--- src/rtl/key_matrix_scan_pkg.sv ---
// Shared constants, scan FSM encoding and event payload for the 4x4 key matrix scanner.
package key_matrix_scan_pkg;

  localparam int unsigned NUM_COLS   = 4;
  localparam int unsigned NUM_ROWS   = 4;
  localparam int unsigned NUM_KEYS   = NUM_COLS * NUM_ROWS;
  localparam int unsigned CODE_W     = 4;
  localparam int unsigned COL_W      = 2;
  localparam int unsigned ROW_W      = 2;
  localparam int unsigned DEB_W      = 4;
  localparam int unsigned FIFO_DEPTH = 4;
  localparam int unsigned EV_W       = CODE_W + 1;

  typedef enum logic [2:0] {
    ST_DRIVE = 3'd0,
    ST_EVAL0 = 3'd1,
    ST_EVAL1 = 3'd2,
    ST_EVAL2 = 3'd3,
    ST_EVAL3 = 3'd4
  } scan_state_t;

  typedef struct packed {
    logic [CODE_W-1:0] code;
    logic              press;
  } key_event_t;

endpackage

--- src/rtl/key_matrix_scan_if.sv ---
// Key event stream: FWFT head event, ready/valid pop, sticky overflow with clear.
interface key_matrix_scan_if;
  import key_matrix_scan_pkg::*;

  logic              ev_valid;
  logic              ev_ready;
  logic [CODE_W-1:0] ev_code;
  logic              ev_press;
  logic              ev_overflow;
  logic              ev_overflow_clr;

  modport master (
    output ev_valid, ev_code, ev_press, ev_overflow,
    input  ev_ready, ev_overflow_clr
  );

  modport slave (
    input  ev_valid, ev_code, ev_press, ev_overflow,
    output ev_ready, ev_overflow_clr
  );
endinterface

--- src/rtl/key_event_fifo.sv ---
// Four-entry first-word-fall-through FIFO for key events; pop frees a slot for a same-cycle push.
module key_event_fifo
  import key_matrix_scan_pkg::*;
(
  input  logic       clk,
  input  logic       rst,
  input  logic       push,
  input  key_event_t din,
  input  logic       pop,
  output key_event_t dout,
  output logic       full,
  output logic       empty
);

  localparam int unsigned PTR_W = $clog2(FIFO_DEPTH);
  localparam int unsigned CNT_W = PTR_W + 1;

  key_event_t       mem [FIFO_DEPTH];
  logic [PTR_W-1:0] wr_ptr;
  logic [PTR_W-1:0] rd_ptr;
  logic [CNT_W-1:0] count;
  logic             do_push;
  logic             do_pop;

  assign empty   = (count == CNT_W'(0));
  assign full    = (count == CNT_W'(FIFO_DEPTH));
  assign do_pop  = pop & ~empty;
  assign do_push = push & (~full | do_pop);
  assign dout    = mem[rd_ptr];

  always_ff @(posedge clk or posedge rst) begin
    if (rst) begin
      wr_ptr <= '0;
      rd_ptr <= '0;
      count  <= '0;
    end else begin
      if (do_push) wr_ptr <= wr_ptr + PTR_W'(1);
      if (do_pop)  rd_ptr <= rd_ptr + PTR_W'(1);
      count <= count + CNT_W'(do_push) - CNT_W'(do_pop);
    end
  end

  // Storage needs no reset: contents are only observed through count.
  always_ff @(posedge clk) begin
    if (do_push) mem[wr_ptr] <= din;
  end

endmodule

--- src/rtl/key_matrix_scan.sv ---
// 4x4 key matrix scanner: column drive, synchronized row sampling, per-key debounce, event FIFO.
module key_matrix_scan
  import key_matrix_scan_pkg::*;
#(
  parameter int unsigned SCAN_DIV       = 1024,
  parameter int unsigned DEBOUNCE_SCANS = 4
) (
  input  logic                 clk12MHz,
  input  logic                 reset,
  output logic [NUM_COLS-1:0]  kcol,
  input  logic [NUM_ROWS-1:0]  krow,
  output logic [NUM_KEYS-1:0]  key_state,
  key_matrix_scan_if.master    ev
);

  localparam int unsigned DIV_W = $clog2(SCAN_DIV);

  scan_state_t         state, state_next;
  logic [DIV_W-1:0]    div, div_next;
  logic [COL_W-1:0]    col, col_next;
  logic [ROW_W-1:0]    row;
  logic                eval_active;
  logic                sample_load;
  logic [NUM_ROWS-1:0] krow_meta, krow_sync;
  logic [NUM_ROWS-1:0] sample;
  logic [DEB_W-1:0]    deb_cnt [NUM_KEYS];
  logic [CODE_W-1:0]   key_idx;
  logic [DEB_W-1:0]    cnt_inc;
  logic                differs;
  logic                toggle;
  key_event_t          push_ev, head_ev;
  logic                fifo_full, fifo_empty;
  logic                pop, drop;

  // Rows are asynchronous to the clock; idle level is all-high.
  always_ff @(posedge clk12MHz or posedge reset) begin
    if (reset) begin
      krow_meta <= '1;
      krow_sync <= '1;
    end else begin
      krow_meta <= krow;
      krow_sync <= krow_meta;
    end
  end

  always_ff @(posedge clk12MHz or posedge reset) begin
    if (reset) begin
      state <= ST_DRIVE;
      div   <= '0;
      col   <= '0;
      kcol  <= 4'b1110;
    end else begin
      state <= state_next;
      div   <= div_next;
      col   <= col_next;
      kcol  <= ~(NUM_COLS'(1) << col_next);
    end
  end

  always_comb begin
    state_next  = state;
    div_next    = div;
    col_next    = col;
    sample_load = 1'b0;
    eval_active = 1'b0;
    row         = '0;
    case (state)
      ST_DRIVE: begin
        if (div == DIV_W'(SCAN_DIV - 1)) begin
          div_next    = '0;
          sample_load = 1'b1;
          state_next  = ST_EVAL0;
        end else begin
          div_next = div + DIV_W'(1);
        end
      end
      ST_EVAL0: begin
        eval_active = 1'b1;
        row         = ROW_W'(0);
        state_next  = ST_EVAL1;
      end
      ST_EVAL1: begin
        eval_active = 1'b1;
        row         = ROW_W'(1);
        state_next  = ST_EVAL2;
      end
      ST_EVAL2: begin
        eval_active = 1'b1;
        row         = ROW_W'(2);
        state_next  = ST_EVAL3;
      end
      ST_EVAL3: begin
        eval_active = 1'b1;
        row         = ROW_W'(3);
        state_next  = ST_DRIVE;
        col_next    = col + COL_W'(1);
      end
      default: state_next = ST_DRIVE;
    endcase
  end

  // Debounce decision for the key currently under evaluation.
  always_comb begin
    key_idx = {col, row};
    differs = sample[row] != key_state[key_idx];
    cnt_inc = deb_cnt[key_idx] + DEB_W'(1);
    toggle  = eval_active & differs & (cnt_inc == DEB_W'(DEBOUNCE_SCANS));
    push_ev = '{code: key_idx, press: ~key_state[key_idx]};
  end

  always_ff @(posedge clk12MHz or posedge reset) begin
    if (reset) begin
      sample    <= '0;
      key_state <= '0;
      for (int i = 0; i < NUM_KEYS; i++) deb_cnt[i] <= '0;
    end else begin
      if (sample_load) sample <= ~krow_sync;
      if (eval_active) begin
        if (!differs) begin
          deb_cnt[key_idx] <= '0;
        end else if (toggle) begin
          deb_cnt[key_idx]   <= '0;
          key_state[key_idx] <= ~key_state[key_idx];
        end else begin
          deb_cnt[key_idx] <= cnt_inc;
        end
      end
    end
  end

  assign pop  = ev.ev_ready & ~fifo_empty;
  assign drop = toggle & fifo_full & ~pop;

  key_event_fifo u_fifo (
    .clk   (clk12MHz),
    .rst   (reset),
    .push  (toggle),
    .din   (push_ev),
    .pop   (pop),
    .dout  (head_ev),
    .full  (fifo_full),
    .empty (fifo_empty)
  );

  assign ev.ev_valid = ~fifo_empty;
  assign ev.ev_code  = head_ev.code;
  assign ev.ev_press = head_ev.press;

  // A new drop outranks a concurrent clear.
  always_ff @(posedge clk12MHz or posedge reset) begin
    if (reset)                   ev.ev_overflow <= 1'b0;
    else if (drop)               ev.ev_overflow <= 1'b1;
    else if (ev.ev_overflow_clr) ev.ev_overflow <= 1'b0;
  end

endmodule

--- src/flat_wrapper.sv ---
// flat-port wrapper written by rule: the top's interface ports become plain ports
module key_matrix_scan_flat import key_matrix_scan_pkg::*;
#(
  parameter int unsigned SCAN_DIV       = 1024,
  parameter int unsigned DEBOUNCE_SCANS = 4
)
  (clk12MHz, reset, kcol, krow, key_state, ev_ev_valid, ev_ev_code, ev_ev_press, ev_ev_overflow, ev_ev_ready, ev_ev_overflow_clr);
  key_matrix_scan_if ev_i ();
  input  logic clk12MHz;
  input  logic reset;
  output logic [NUM_COLS-1:0] kcol;
  input  logic [NUM_ROWS-1:0] krow;
  output logic [NUM_KEYS-1:0] key_state;
  output wire logic [$bits(ev_i.ev_valid)-1:0] ev_ev_valid;
  output wire logic [$bits(ev_i.ev_code)-1:0] ev_ev_code;
  output wire logic [$bits(ev_i.ev_press)-1:0] ev_ev_press;
  output wire logic [$bits(ev_i.ev_overflow)-1:0] ev_ev_overflow;
  input wire logic [$bits(ev_i.ev_ready)-1:0] ev_ev_ready;
  input wire logic [$bits(ev_i.ev_overflow_clr)-1:0] ev_ev_overflow_clr;
  assign ev_ev_valid = ev_i.ev_valid;
  assign ev_ev_code = ev_i.ev_code;
  assign ev_ev_press = ev_i.ev_press;
  assign ev_ev_overflow = ev_i.ev_overflow;
  assign ev_i.ev_ready = ev_ev_ready;
  assign ev_i.ev_overflow_clr = ev_ev_overflow_clr;
  key_matrix_scan #(.SCAN_DIV(SCAN_DIV), .DEBOUNCE_SCANS(DEBOUNCE_SCANS)) u_core (.clk12MHz(clk12MHz), .reset(reset), .kcol(kcol), .krow(krow), .key_state(key_state), .ev(ev_i));
endmodule
--- config.mk ---
export PLATFORM = sky130hd
export DESIGN_NAME = key_matrix_scan_flat
export DESIGN_NICKNAME = d
export VERILOG_FILES = /design/src/rtl/key_matrix_scan_pkg.sv /design/src/rtl/key_matrix_scan_if.sv /design/src/rtl/key_event_fifo.sv /design/src/rtl/key_matrix_scan.sv /design/src/flat_wrapper.sv
export SDC_FILE = /design/constraint.sdc
export NUM_CORES = 1
export LEC_CHECK = 0
export CORE_AREA = 4 4 128 130
export DETAILED_ROUTE_END_ITERATION = 10
export DIE_AREA = 0 0 132 134
export SLEW_MARGIN = 20
export SYNTH_ARGS = -nofsm -noshare
export SYNTH_HDL_FRONTEND = slang
export SYNTH_SLANG_ARGS = --single-unit
--- constraint.sdc ---
create_clock -name clk12MHz -period 3.7 [get_ports clk12MHz]
set_input_delay 0.37 -clock clk12MHz [delete_from_list [all_inputs] [get_ports clk12MHz]]
set_output_delay 0.37 -clock clk12MHz [all_outputs]
set_load 0.02 [all_outputs]
## After elaboration in Yosys (flattened, before gate mapping)

Memory sizes are Yosys's and may differ from the RTL's.
Index checks and enable logic that the tools add are counted.

- Bits in registers: 119
- RAM bits: 20
- Input bits: 8
- Output and inout port bits: 27
- Memories: 1

Memories:

| name | depth | bits a word | read ports | clocked after memory_dff | write ports | RTL line | source |
|---|---|---|---|---|---|---|---|
| u_core.u_fifo.mem | 4 | 5 | 1 | 0 | 1 | key_event_fifo.sv:18 | `key_event_t mem [FIFO_DEPTH];` |

- $add $sub $neg: 7
- $lt $le $gt $ge: 5
- Eq/ne operators: 9
- Shift-type cells: 1
- Muxes and demuxes: 27
- Bitwise logic cells: 17
- Reductions and logical operators: 7

Operators by type and width:

| cell | count |
|---|---|
| two-way mux 64 bit | 2 |
| AND 64 bit | 1 |
| bitwise mux 64 bit | 1 |
| NOT 64 bit | 1 |
| binary-select mux 4 bit (select 4 bit) | 1 |
| bitwise mux 16 bit | 1 |
| demux 4 bit (select 4 bit) | 1 |
| two-way mux 4 bit | 3 |
| case mux 3 bit (4 select lines) | 1 |
| adder 10 x 1 -> 10 bit (second input constant) | 1 |
| equality test 10 bit (second input constant) | 1 |
| two-way mux 1 bit | 10 |
| two-way mux 10 bit | 1 |
| NOT 4 bit | 2 |
| AND 1 bit | 7 |
| adder 2 x 1 -> 2 bit (second input constant) | 3 |
| equality test 3 x 2 -> 1 bit (second input constant) | 2 |
| equality test 3 bit (second input constant) | 2 |
| logical NOT 3 bit | 2 |
| case mux 2 bit (3 select lines) | 1 |
| >= comparator 5 bit (second input constant) | 1 |
| < comparator 4 x 5 -> 1 bit (second input constant) | 1 |
| < comparator 5 x 1 -> 1 bit (second input constant) | 1 |
| NOT 4 -> 5 bit | 1 |
| other kinds (21) | 25 |

## Logic depth before layout (Yosys ltp)

Gate-level depths: netlist of run 1.

- Word-level depth: 12
- Gate-level depth with buffers: 22

## Hierarchy

From an unflattened synthesis of run 1, not the netlist that was laid out.

- Cell total of the unflattened synthesis: 630
- Area total of the unflattened synthesis: 6676.4 µm²

Modules (own cells, without submodules):

| module | instances | cells each | area an instance (µm²) | sequential area each (µm²) |
|---|---|---|---|---|
| key_matrix_scan | 1 | 567 | 5522.8 | 2816.5 |
| key_event_fifo | 1 | 63 | 1153.6 | 775.7 |

## Worst setup path after synthesis of run 1

No wires, ideal clock.

- Kind: register to register
- Start: register u_core.state[1]
- End: register u_core.u_fifo.count[2]
- Library setup time: 123 ps
- Arrival: 3981 ps
- Data required time: 3577 ps
- Slack: -404 ps
- Cell stages (with the launch flop): 23
- Path buffers: 4
- Period minus slack after synthesis: 4104 ps
- Cells stage by stage: dfrtp_1 -> buf_4 -> buf_6 -> buf_2 -> xnor2_1 -> a21oi_1 -> a31oi_1 -> and2_1 -> a21o_1 -> ha_1 -> nand3_1 -> nand4bb_4 -> or2_1 -> buf_4 -> a21oi_4 -> inv_1 -> ha_1 -> inv_1 -> ha_1 -> inv_1 -> fa_1 -> xnor2_1 -> xnor2_1

- Longest elaborated chain between the ends: 12

RTL lines:

| what | RTL line | source |
|---|---|---|
| start, declared | key_matrix_scan.sv:18 | `scan_state_t state, state_next;` |
| start signal, assigned | key_matrix_scan.sv:53 | `state <= state_next;` |
| equality test 3 bit or equality test 3 x 2 -> 1 bit (tied branches) | key_matrix_scan.sv:67 | `case (state)` |
| case mux 2 bit (3 select lines) | key_matrix_scan.sv:67 |  |
| NOT 4 -> 5 bit (not written as such) | key_matrix_scan.sv:106 | `cnt_inc = deb_cnt[key_idx] + DEB_W'(1);` |
| binary-select mux 4 bit (select 4 bit) | key_matrix_scan.sv:106 |  |
| two-way mux 4 bit (not written as such) (2 in a row) | key_matrix_scan.sv:106 |  |
| adder 4 x 1 -> 4 bit | key_matrix_scan.sv:106 |  |
| equality test 4 x 3 -> 1 bit | key_matrix_scan.sv:107 | `toggle = eval_active & differs & (cnt_inc == DEB_W'(DEBOUNCE_SCANS));` |
| AND 1 bit * | key_matrix_scan.sv:107 |  |
| AND 1 bit * | key_event_fifo.sv:28 | `assign do_push = push & (~full \| do_pop);` |
| adder 3 x 1 -> 3 bit * | key_event_fifo.sv:39 | `count <= count + CNT_W'(do_push) - CNT_W'(do_pop);` |
| subtractor 3 x 1 -> 3 bit * | key_event_fifo.sv:39 |  |
| end signal, assigned | key_event_fifo.sv:39 |  |
| end, declared | key_event_fifo.sv:21 | `logic [CNT_W-1:0] count;` |

Mark *: on every way between the ends. The rest lies on a longest branch, timed or not. The select of a mux whose other input is x is not followed.
A chain may end at the register's enable or synchronous reset.

## Worst setup path after layout of run 1

Ends and elaborated chain as after synthesis.

==> flow_summary.json, run 1 <==
{
  "core_region_area_um2": 15100,
  "remaining_drcs": 0,
  "dr.pass1.iters": 5,
  "die_h_um": 134,
  "ctsHoldBuffers": 0,
  "ff_latch_area_um2": 3600,
  "yosysSeqAreaShare": 0.528,
  "groute.usage.overall": 0.218,
  "cap_violations": 0,
  "total_power_mw": 3.46,
  "cts_tree": "yes",
  "layout_min_cycle_time_ns": 3.71,
  "worstSetupStartpointType": "register",
  "power.ir.vdd_worst_uv": 323,
  "std_cell_rows": 45,
  "netlist_instances": 629,
  "ys.flop_type": "dfrtp_1",
  "first_pass_grt_wire_length_um": 29500,
  "route.detailed.vias_per_inst": 5.64,
  "synth_seq_cells": 139,
  "finalSetupTns_ns": -0.00505,
  "grt_setup_unrepaired": "yes",
  "placement.io_buffers": 34,
  "asyncSetResetFlopFracSynth": 0.856,
  "worstSkewPairLatency_ns": 0.43,
  "clock.fmax_ghz": 0.270,
  "timing_hold_violations_final": 0,
  "worstSetupEndpointType": "register",
  "hpwlAfterDp_um": 13400,
  "clkSlewWorstSetupHoldPaths_ns": 0.06,
  "dieArea_um2": 17700,
  "cts.sinks": 139,
  "drt-initial-drc-count": 302,
  "first_global_vias": 5130,
  "worstRegToRegCells": 19,
  "failed_checks": "negative setup slack",
  "synthesis.area_per_instance_um2": 10.8,
  "max-slew-margin-rel": 0.545,
  "cts-buffers-inserted": 17,
  "largest_net_degree_at_the_start_of_global_routing": 120,
  "worstPathCellList": "buf_4 -> buf_6 -> buf_4 -> nor3b_1 -> o32a_1 -> o221ai_2 -> o41ai_4 -> buf_4 -> xor2_1 -> or2_4 -> a21oi_4 -> inv_1 -> ha_1 -> inv_1 -> ha_1 -> inv_1 -> fa_2 -> xnor2_2 -> xnor2_1",
  "postSynthNetCount": 651,
  "top_level_ports": 35,
  "power.leakage_nw": 3.64,
  "worstSetupPathType": "register to register",
  "fin_ws_ns": -0.00505,
  "finalSetupViolCount": 1,
  "route.vias.total": 5219,
  "root_buffer_cell": "clkbuf_16",
  "drt.antenna.violating_nets": 0,
  "multiInputGateArea_um2": 3050,
  "chipWidth_um": 132,
  "num-fill-cells": 1286,
  "crit_required_ns": 4.01,
  "globalplace.congestion": 0.945,
  "detailedPlace.worstSlack_ns": -0.263,
  "dp_cells": 881,
  "synth.yosys.warnings": 0,
  "power_density_nw_per_um2": 407,
  "number_of_flops_mapped_to_enable_cells_by_yosys": 20,
  "grt_antenna_before_repair": 0,
  "post_dp_cell_area_um2": 7730,
  "final_design_area_no_fill_um2": 8510,
  "syn-cell-area_um2": 6810,
  "post-synth-top-area-fraction": 0.397,
  "finalWirelength_um": 18500,
  "cp_max_fo": 11,
  "max_stage_delay_cell_worst_path": "dfrtp_2",
  "post_route_cells_drive_above_1_share": 0.262,
  "synth_area_leaders": "dfrtp_1, edfxtp_1, o21ai_0",
  "nNetsFinal": 747,
  "cts_max_path_buffers": 2,
  "final_cells": 926,
  "area_delta_synth_final_pct": 25.0,
  "skew_ns": 0.00694,
  "worst_path_largest_cell_delay_ns": 0.42,
  "hold_path_depth": 1,
  "commonest_cells_in_the_synthesized_netlist": "dfrtp_1, nand2_1, o21ai_0, nor2_1, edfxtp_1",
  "hold_class": "input port to register",
  "final.period_utilization": 1.00,
  "antennaDiodeCount": 0,
  "cell_with_the_most_instances_after_synthesis": "dfrtp_1",
  "yosysUniqueCellTypes": 74,
  "worst_slew_pin_slew_ns": 0.682,
  "ctsHtreeMaxLevel": 4,
  "grt.overflow.total": 0,
  "synth_largest_area_cell": "dfrtp_1",
  "initial_utilization": 0.449,
  "detail_route.wl_per_cell_um": 19.9,
  "cp_data_arrival_time_ns": 4.01,
  "outcome": "finished with violations",
  "finalMaxSlewViolations": 0
}
==> cells by family after synthesis <==
group,after synthesis,share of synthesized area
XOR/XNOR,18,0.0243
flip-flops,139,0.528
buffers and inverters,51,0.0388
multiplexers,25,0.0546
AO/OA/AOI/OAI,174,0.170
AND/OR/NAND/NOR,208,0.158
adder cells (fa/ha/maj),14,0.0268
==> where the power goes <==
part / internal [mW] / leakage, nW / switching (mW)
clock network: 1.01 / 0.282 / 0.647
logic: 0.0921 / 1.56 / 0.0751
registers: 1.59 / 1.80 / 0.0525
==> sequential cells by signal, summed over array words and instances (netlist names) <==
name                   count
u_core.col                 2
u_core.deb_cnt            64
u_core.div                10
u_core.ev.ev_overflow      1
u_core.kcol                4
u_core.key_state          16
u_core.krow_meta           4
u_core.krow_sync           4
u_core.sample              4
u_core.state               3
u_core.u_fifo.count        3
u_core.u_fifo.mem         20
u_core.u_fifo.rd_ptr       2
u_core.u_fifo.wr_ptr       2
==> per-stage QoR <==
step	hold WS, ns	utilization
after detailed placement	0.348	0.511
after global placement	0.347	0.511
after floorplan	0.345	-
after global routing	0.324	0.562
after CTS	0.334	0.560
final	0.348	0.562
==> timing repair <==
action	4_1_cts	5_1_grt
cloned	1	0
pin swaps	9	4
setup buffers	10	2
setup endpoints to repair	2	2
gates resized for setup	22	5
==> worst paths after layout <==
| path | end | from | slack (ns) |
|---|---|---|---|
| max | u_core.u_fifo.count[2] | u_core.state[1] | -0.005 |
| min | u_core.krow_meta[0] | krow[0] | 0.35 |
| max reg2reg | u_core.u_fifo.count[2] | u_core.state[1] | -0.005 |
| min reg2reg | u_core.krow_sync[3] | u_core.krow_meta[3] | 0.36 |
| max in group asynchronous | u_core.state[0] | reset | 2.72 |
| min in group asynchronous | u_core.div[4] | reset | 0.41 |
==> cells in the final DEF (no fill, tap or decap), drive strengths merged, types with 7 or more instances in the layout <==
cell type | Yosys | routed
edfxtp | 20 | 20
buf | 24 | 77
o21ai | 84 | 84
dfstp | 11 | 11
nor2 | 24 | 24
nor3 | 13 | 13
nand2 | 95 | 95
xor2 | 7 | 7
a221oi | 7 | 7
xnor2 | 11 | 11
nor2b | 10 | 10
ha | 13 | 13
a211oi | 8 | 8
o221ai | 7 | 7
inv | 16 | 18
a21oi | 28 | 28
clkdlybuf4s50 | 0 | 34
mux2 | 17 | 17
dfrtp | 108 | 108
nand3 | 16 | 16
clkbuf | 11 | 21
nor3b | 7 | 7
==> worst max-delay path: cells and delay by family (launching register included) <==
kind / cells / cell delay [ns]
compound gates: 4 / 0.78
flops: 1 / 0.42
xor+xnor: 3 / 0.43
simple gates: 2 / 0.45
buf+inv: 7 / 0.77
fa+ha+maj: 3 / 0.74
==> per-layer routing <==
| layer | wire length [um] | global-route usage |
|---|---|---|
| met5 | 0 | 0 |
| met4 | 425 | 0.0747 |
| met3 | 913 | 0.0488 |
| met2 | 8580 | 0.333 |
| met1 | 8550 | 0.310 |
==> final cells by class <==
type,count,share of cell area
Sequential cell,139,0.423
Inverter,16,0.00735
Tap cell,188,0.0276
Multi-Input combinational cell,439,0.359
Clock buffer,21,0.0529
Clock inverter,11,0.0141
Timing Repair Buffer,112,0.117
No activity file was read; power rests on OpenSTA's default activity.
==> run 2, diff against run 1 <==
--- a/config.mk
+++ b/config.mk
@@ -8,6 +8,7 @@
 export CORE_AREA = 4 4 128 130
 export DETAILED_ROUTE_END_ITERATION = 10
 export DIE_AREA = 0 0 132 134
+export GPL_ROUTABILITY_DRIVEN = 0
 export SLEW_MARGIN = 20
 export SYNTH_ARGS = -nofsm -noshare
 export SYNTH_HDL_FRONTEND = slang
==> flow_summary.json, run 2 (synthesis gave the netlist of run 1 again) <==
{
  "pwr-share-clk": 0.487,
  "hold_path.startpoint": "krow[2]",
  "finalWirelength_um": 18200,
  "outcome": "finished with violations",
  "largest_net_degree_at_the_start_of_global_routing": 59,
  "max-slew-margin-rel": 0.557,
  "die_h_um": 134,
  "std_cell_rows": 45,
  "detail_route.wl_per_cell_um": 19.7,
  "chipWidth_um": 132,
  "multiInputGateArea_um2": 3130,
  "first_pass_grt_wire_length_um": 28800,
  "clkSlewWorstSetupHoldPaths_ns": 0.06,
  "hold_path_depth": 1,
  "r2r_slack_ns": -0.04,
  "layout_common_cells": "dfrtp_1, nand2_1, o21ai_0, buf_4, clkdlybuf4s50_1",
  "initial_utilization": 0.449,
  "worstPathCellList": "buf_6 -> buf_12 -> nor3b_1 -> o21ai_1 -> a31o_2 -> or2_2 -> o31a_1 -> ha_4 -> nor3_4 -> nand4_2 -> a21oi_4 -> inv_1 -> ha_1 -> inv_1 -> ha_1 -> inv_1 -> fa_2 -> xnor2_2 -> xnor2_1",
  "timing_hold_violations_final": 0,
  "detailedPlace.worstSlack_ns": -0.257,
  "cts_max_path_buffers": 2,
  "drt.antenna.violating_nets": 0,
  "grt_setup_unrepaired": "yes",
  "grt.overflow.total": 0,
  "cp_data_arrival_time_ns": 4.04,
  "dp_cells": 883,
  "r2r-start": "u_core.state[2]",
  "hold_class": "input port to register",
  "cap_violations": 0,
  "final_common_cell": "dfrtp_1",
  "final_cells": 924,
  "cts-buffers-inserted": 17,
  "ff_latch_area_um2": 3600,
  "ctsHoldBuffers": 0,
  "remaining_drcs": 0,
  "root_buffer_cell": "clkbuf_16",
  "finalMaxSlewViolations": 0,
  "cts.sinks": 139,
  "skew_ns": 0.00935,
  "cell_internal_pwr_mw": 2.74,
  "post_dp_cell_area_um2": 7750,
  "drt-initial-drc-count": 406,
  "max_stage_delay_cell_worst_path": "dfrtp_2",
  "finalSetupTns_ns": -0.0370,
  "registers.top_by_ff_count": "u_core.deb_cnt",
  "first_global_vias": 5197,
  "final.period_utilization": 1.01,
  "failed_checks": "negative setup slack",
  "route.vias.total": 5219,
  "top_level_ports": 35,
  "post-route-util": 0.565,
  "worstSetupEndpointType": "register",
  "cts_tree": "yes",
  "worst_slew_pin_slew_ns": 0.665,
  "hpwlAfterDp_um": 13000,
  "nNetsFinal": 745,
  "worstSkewPairLatency_ns": 0.42,
  "timing.hold.worst_endpoint": "u_core.krow_meta[2]",
  "finalSetupViolCount": 1,
  "largest_register_ff_count": 64,
  "power.leakage_nw": 3.64,
  "leading_registers_by_flop_count": "u_core.deb_cnt (64), u_core.u_fifo.mem (20), u_core.key_state (16)",
  "dieArea_um2": 17700,
  "power.ir.vdd_worst_uv": 279,
  "core_region_area_um2": 15100,
  "crit_top_cell": "inv_1",
  "comb_power_share": 0.048,
  "grt_antenna_before_repair": 0,
  "groute.usage.overall": 0.211,
  "worstSetupStartpointType": "register",
  "dr.pass1.iters": 5,
  "fin_ws_ns": -0.0370,
  "worstSetupPathType": "register to register",
  "antennaDiodeCount": 0,
  "num-fill-cells": 1292,
  "ctsHtreeMaxLevel": 4,
  "worstRegToRegCells": 19,
  "switching_share": 0.224,
  "worst_setup_path_startpoint": "u_core.state[2]",
  "post_route_cells_drive_above_1_share": 0.276,
  "rr_endpoint": "u_core.u_fifo.count[2]",
  "area_delta_synth_final_pct": 25.8,
  "cp_max_fo": 7,
  "crit_required_ns": 4.00,
  "placement.io_buffers": 34,
  "switchingPower_mw": 0.788,
  "power_frac_seq": 0.466,
  "layout_min_cycle_time_ns": 3.74,
  "clock.fmax_ghz": 0.268,
  "route.detailed.vias_per_inst": 5.65,
  "worst_path_largest_cell_delay_ns": 0.45,
  "power_density_nw_per_um2": 412,
  "final_design_area_no_fill_um2": 8560
}
[run 2: layout make-up]
| type | instances | share of cell area |
|---|---|---|
| clock inverters | 15 | 0.0202 |
| clock buffers | 17 | 0.0497 |
| repair buffers | 109 | 0.109 |
| inverters | 16 | 0.00774 |
| flip-flops and latches | 139 | 0.420 |
| multi-input cells | 439 | 0.365 |
| repair inverters | 1 | 0.000584 |
| well taps | 188 | 0.0275 |
[run 2: power groups by stage]
| stage | combinational [mW] | clock, mW | sequential, mW |
|---|---|---|---|
| floorplan | 0.160 | 0 | 1.63 |
| global placement | 0.165 | 0 | 1.67 |
| detailed placement | 0.175 | 0 | 1.67 |
| CTS | 0.174 | 1.75 | 1.64 |
| global route | 0.187 | 1.82 | 1.65 |
| finish | 0.168 | 1.72 | 1.64 |
[run 2: worst max-delay path by stage]
stage / endpoint / slack (ns) / cells after the start
after floorplan: u_core.u_fifo.count[2] / -0.19 / 22
after global placement: u_core.u_fifo.count[2] / -0.15 / 18
after detailed placement: u_core.u_fifo.count[2] / -0.26 / 18
after CTS: u_core.u_fifo.count[2] / -0.05 / 20
after global routing: u_core.u_fifo.count[2] / -0.25 / 17
final: u_core.u_fifo.count[2] / -0.04 / 19
[run 2: worst max-delay path: cells and delay by family (launching register included)]
kind,cells,cell delay [ns]
fa+ha+maj,4,0.95
buf+inv,5,0.45
simple gates,4,0.85
flops,1,0.45
compound gates,4,0.66
xor+xnor,2,0.27
[run 2: per-layer routing]
metal	track usage	routed length [um]	vias to the layer above
met2	0.335	8440	169
li1	-	-	2446
met4	0.0753	391	0
met3	0.0540	1260	34
met1	0.283	8080	2570
met5	0	0	-
[run 2: repair_timing]
action                                  4_1_cts  5_1_grt
pin swaps                                    14        3
setup buffers                                 3        4
hold endpoints to repair                      0        0
resized for setup                            26       14
endpoints found under the setup margin        2        2
cloned                                        1        1
[run 2: stage by stage]
stage / hold WS [ns] / power (mW)
detailed placement: 0.348 / 1.84
floorplan: 0.345 / 1.79
global route: 0.338 / 3.65
finish: 0.353 / 3.52
CTS: 0.334 / 3.57
global placement: 0.345 / 1.83
==> run 3, diff against run 2 <==
--- a/config.mk
+++ b/config.mk
@@ -5,10 +5,11 @@
 export SDC_FILE = /design/constraint.sdc
 export NUM_CORES = 1
 export LEC_CHECK = 0
-export CORE_AREA = 4 4 128 130
+export CORE_AREA = 4 4 141 143
 export DETAILED_ROUTE_END_ITERATION = 10
-export DIE_AREA = 0 0 132 134
+export DIE_AREA = 0 0 145 147
 export GPL_ROUTABILITY_DRIVEN = 0
+export HOLD_SLACK_MARGIN = 0.06
 export SLEW_MARGIN = 20
 export SYNTH_ARGS = -nofsm -noshare
 export SYNTH_HDL_FRONTEND = slang
==> flow_summary.json, run 3 (synthesis gave the netlist of run 1 again) <==
{
  "power.ir.vdd_worst_uv": 323,
  "top_level_ports": 35,
  "grt_antenna_before_repair": 0,
  "hold_path_depth": 1,
  "std_cell_rows": 50,
  "core_region_area_um2": 18600,
  "power_density_nw_per_um2": 406,
  "holdWs_ns": 0.347,
  "grt_setup_unrepaired": "yes",
  "r2r-start": "u_core.state[1]",
  "dr.pass1.iters": 5,
  "largest_register_ff_count": 64,
  "root_buffer_cell": "clkbuf_16",
  "cp_max_fo": 22,
  "die_h_um": 147,
  "cts-buffers-inserted": 17,
  "cts.sinks": 139,
  "hold_class": "input port to register",
  "pwr-share-clk": 0.485,
  "cts_max_path_buffers": 2,
  "layout_min_cycle_time_ns": 3.81,
  "comb_power_share": 0.049,
  "max_stage_delay_cell_worst_path": "dfrtp_2",
  "detail_route.wl_per_cell_um": 19.1,
  "crit_required_ns": 4.01,
  "switching_share": 0.222,
  "cp_data_arrival_time_ns": 4.11,
  "worstSetupStartpointType": "register",
  "worstRegToRegCells": 19,
  "failed_checks": "negative setup slack",
  "max-slew-margin-rel": 0.449,
  "fin_ws_ns": -0.105,
  "drt-initial-drc-count": 409,
  "cts_tree": "yes",
  "dieArea_um2": 21300,
  "groute.usage.overall": 0.179,
  "worst_path_largest_cell_delay_ns": 0.45,
  "antennaDiodeCount": 0,
  "power_frac_seq": 0.466,
  "skew_ns": 0.0124,
  "ctsHoldBuffers": 0,
  "largest_net_degree_at_the_start_of_global_routing": 64,
  "chipWidth_um": 145,
  "final_cells": 980,
  "worst_slew_pin_slew_ns": 0.826,
  "timing.hold.worst_endpoint": "u_core.krow_meta[0]",
  "cell_internal_pwr_mw": 2.74,
  "final_common_cell": "dfrtp_1",
  "clock.fmax_ghz": 0.263,
  "finalWirelength_um": 18800,
  "post_route_cells_drive_above_1_share": 0.273,
  "power.leakage_nw": 3.64,
  "route.detailed.vias_per_inst": 5.44,
  "dp_cells": 934,
  "drt.antenna.violating_nets": 0,
  "leading_registers_by_flop_count": "u_core.deb_cnt (64), u_core.u_fifo.mem (20), u_core.key_state (16)",
  "worst_setup_path_startpoint": "u_core.state[1]",
  "timing_hold_violations_final": 0,
  "registers.top_by_ff_count": "u_core.deb_cnt",
  "ctsHtreeMaxLevel": 4,
  "hold_path.startpoint": "krow[0]",
  "hpwlAfterDp_um": 13300,
  "cap_violations": 0,
  "first_pass_grt_wire_length_um": 30100,
  "r2r_slack_ns": -0.11,
  "rr_endpoint": "u_core.u_fifo.count[2]",
  "grt.overflow.total": 0,
  "layout_common_cells": "dfrtp_1, nand2_1, buf_4",
  "finalSetupViolCount": 2,
  "remaining_drcs": 0,
  "worstSetupPathType": "register to register",
  "area_delta_synth_final_pct": 27.5,
  "route.vias.total": 5330,
  "worstSkewPairLatency_ns": 0.43,
  "finalMaxSlewViolations": 0,
  "worstSetupEndpointType": "register",
  "clkSlewWorstSetupHoldPaths_ns": 0.06,
  "outcome": "finished with violations",
  "first_global_vias": 5406,
  "nNetsFinal": 755,
  "worstPathCellList": "buf_6 -> nor3b_1 -> o21ai_0 -> a31o_2 -> or2_4 -> o31a_1 -> ha_2 -> nand3_2 -> nand4bb_4 -> or2_4 -> a21oi_4 -> inv_1 -> ha_1 -> inv_1 -> ha_2 -> inv_2 -> fa_2 -> xnor2_2 -> xnor2_1",
  "placement.io_buffers": 34,
  "final.period_utilization": 1.03,
  "switchingPower_mw": 0.785,
  "initial_utilization": 0.366
}
-- run 3: metrics by stage --
step	worst slack, ns	TNS, ns	power [mW]	area (um2)	utilization
final	-0.105	-0.140	3.53	8680	0.467
after global routing	-0.288	-0.455	3.64	8680	0.467
after CTS	-0.0911	-0.115	3.57	8510	0.458
after detailed placement	-0.292	-0.495	1.85	7830	0.421
after global placement	-0.188	-0.296	1.83	7830	0.421
after floorplan	-0.191	-0.376	1.79	6880	-
-- run 3: worst max-delay path: cells and delay by family (launching register included) --
family	cells	cell delay (ns)
AND/OR/NAND/NOR	5	0.83
buffers and inverters	4	0.33
adder cells (fa/ha/maj)	4	0.98
XOR/XNOR	2	0.27
flip-flops	1	0.45
AO/OA/AOI/OAI	4	0.81
-- run 3: timing repair --
item                       4_1_cts  5_1_grt
cloned                           0        0
setup endpoints to repair        2       27
gates resized for setup         16       23
buffers inserted                 4       10
pin swaps                       12       18
-- run 3: worst max path at each step --
| stage | endpoint | slack, ns | depth (start not counted) |
|---|---|---|---|
| finish | u_core.u_fifo.count[2] | -0.11 | 19 |
| global placement | u_core.u_fifo.count[2] | -0.19 | 19 |
| CTS | u_core.u_fifo.count[2] | -0.09 | 20 |
| detailed placement | u_core.u_fifo.count[2] | -0.29 | 20 |
| floorplan | u_core.u_fifo.count[2] | -0.19 | 22 |
| global route | u_core.u_fifo.count[2] | -0.29 | 19 |
-- run 3: layer usage --
| metal | vias up | wire length, um | global-route usage | share of wire |
|---|---|---|---|---|
| met5 | - | 0 | 0 | 0 |
| met4 | 0 | 557 | 0.0793 | 0.030 |
| met3 | 36 | 1060 | 0.0413 | 0.057 |
| met2 | 178 | 8950 | 0.290 | 0.48 |
| met1 | 2637 | 8190 | 0.231 | 0.44 |
| li1 | 2479 | - | - | - |
-- run 3: power groups by stage --
stage	Combinational [mW]	Clock [mW]	Sequential, mW
3_3_place_gp	0.165	0	1.67
4_1_cts	0.179	1.74	1.64
5_1_grt	0.193	1.80	1.65
3_5_place_dp	0.180	0	1.67
6_report	0.174	1.71	1.64
2_1_floorplan	0.160	0	1.63
-- run 3: area by class of cell --
class | count | area, um2
clock inverter | 11 | 149
timing repair buffer | 120 | 1020
clock buffer | 21 | 440
fill | 1676 | 9900
tap | 234 | 293
sequential | 139 | 3600
multi-input combinational | 439 | 3120
inverter | 16 | 62.6
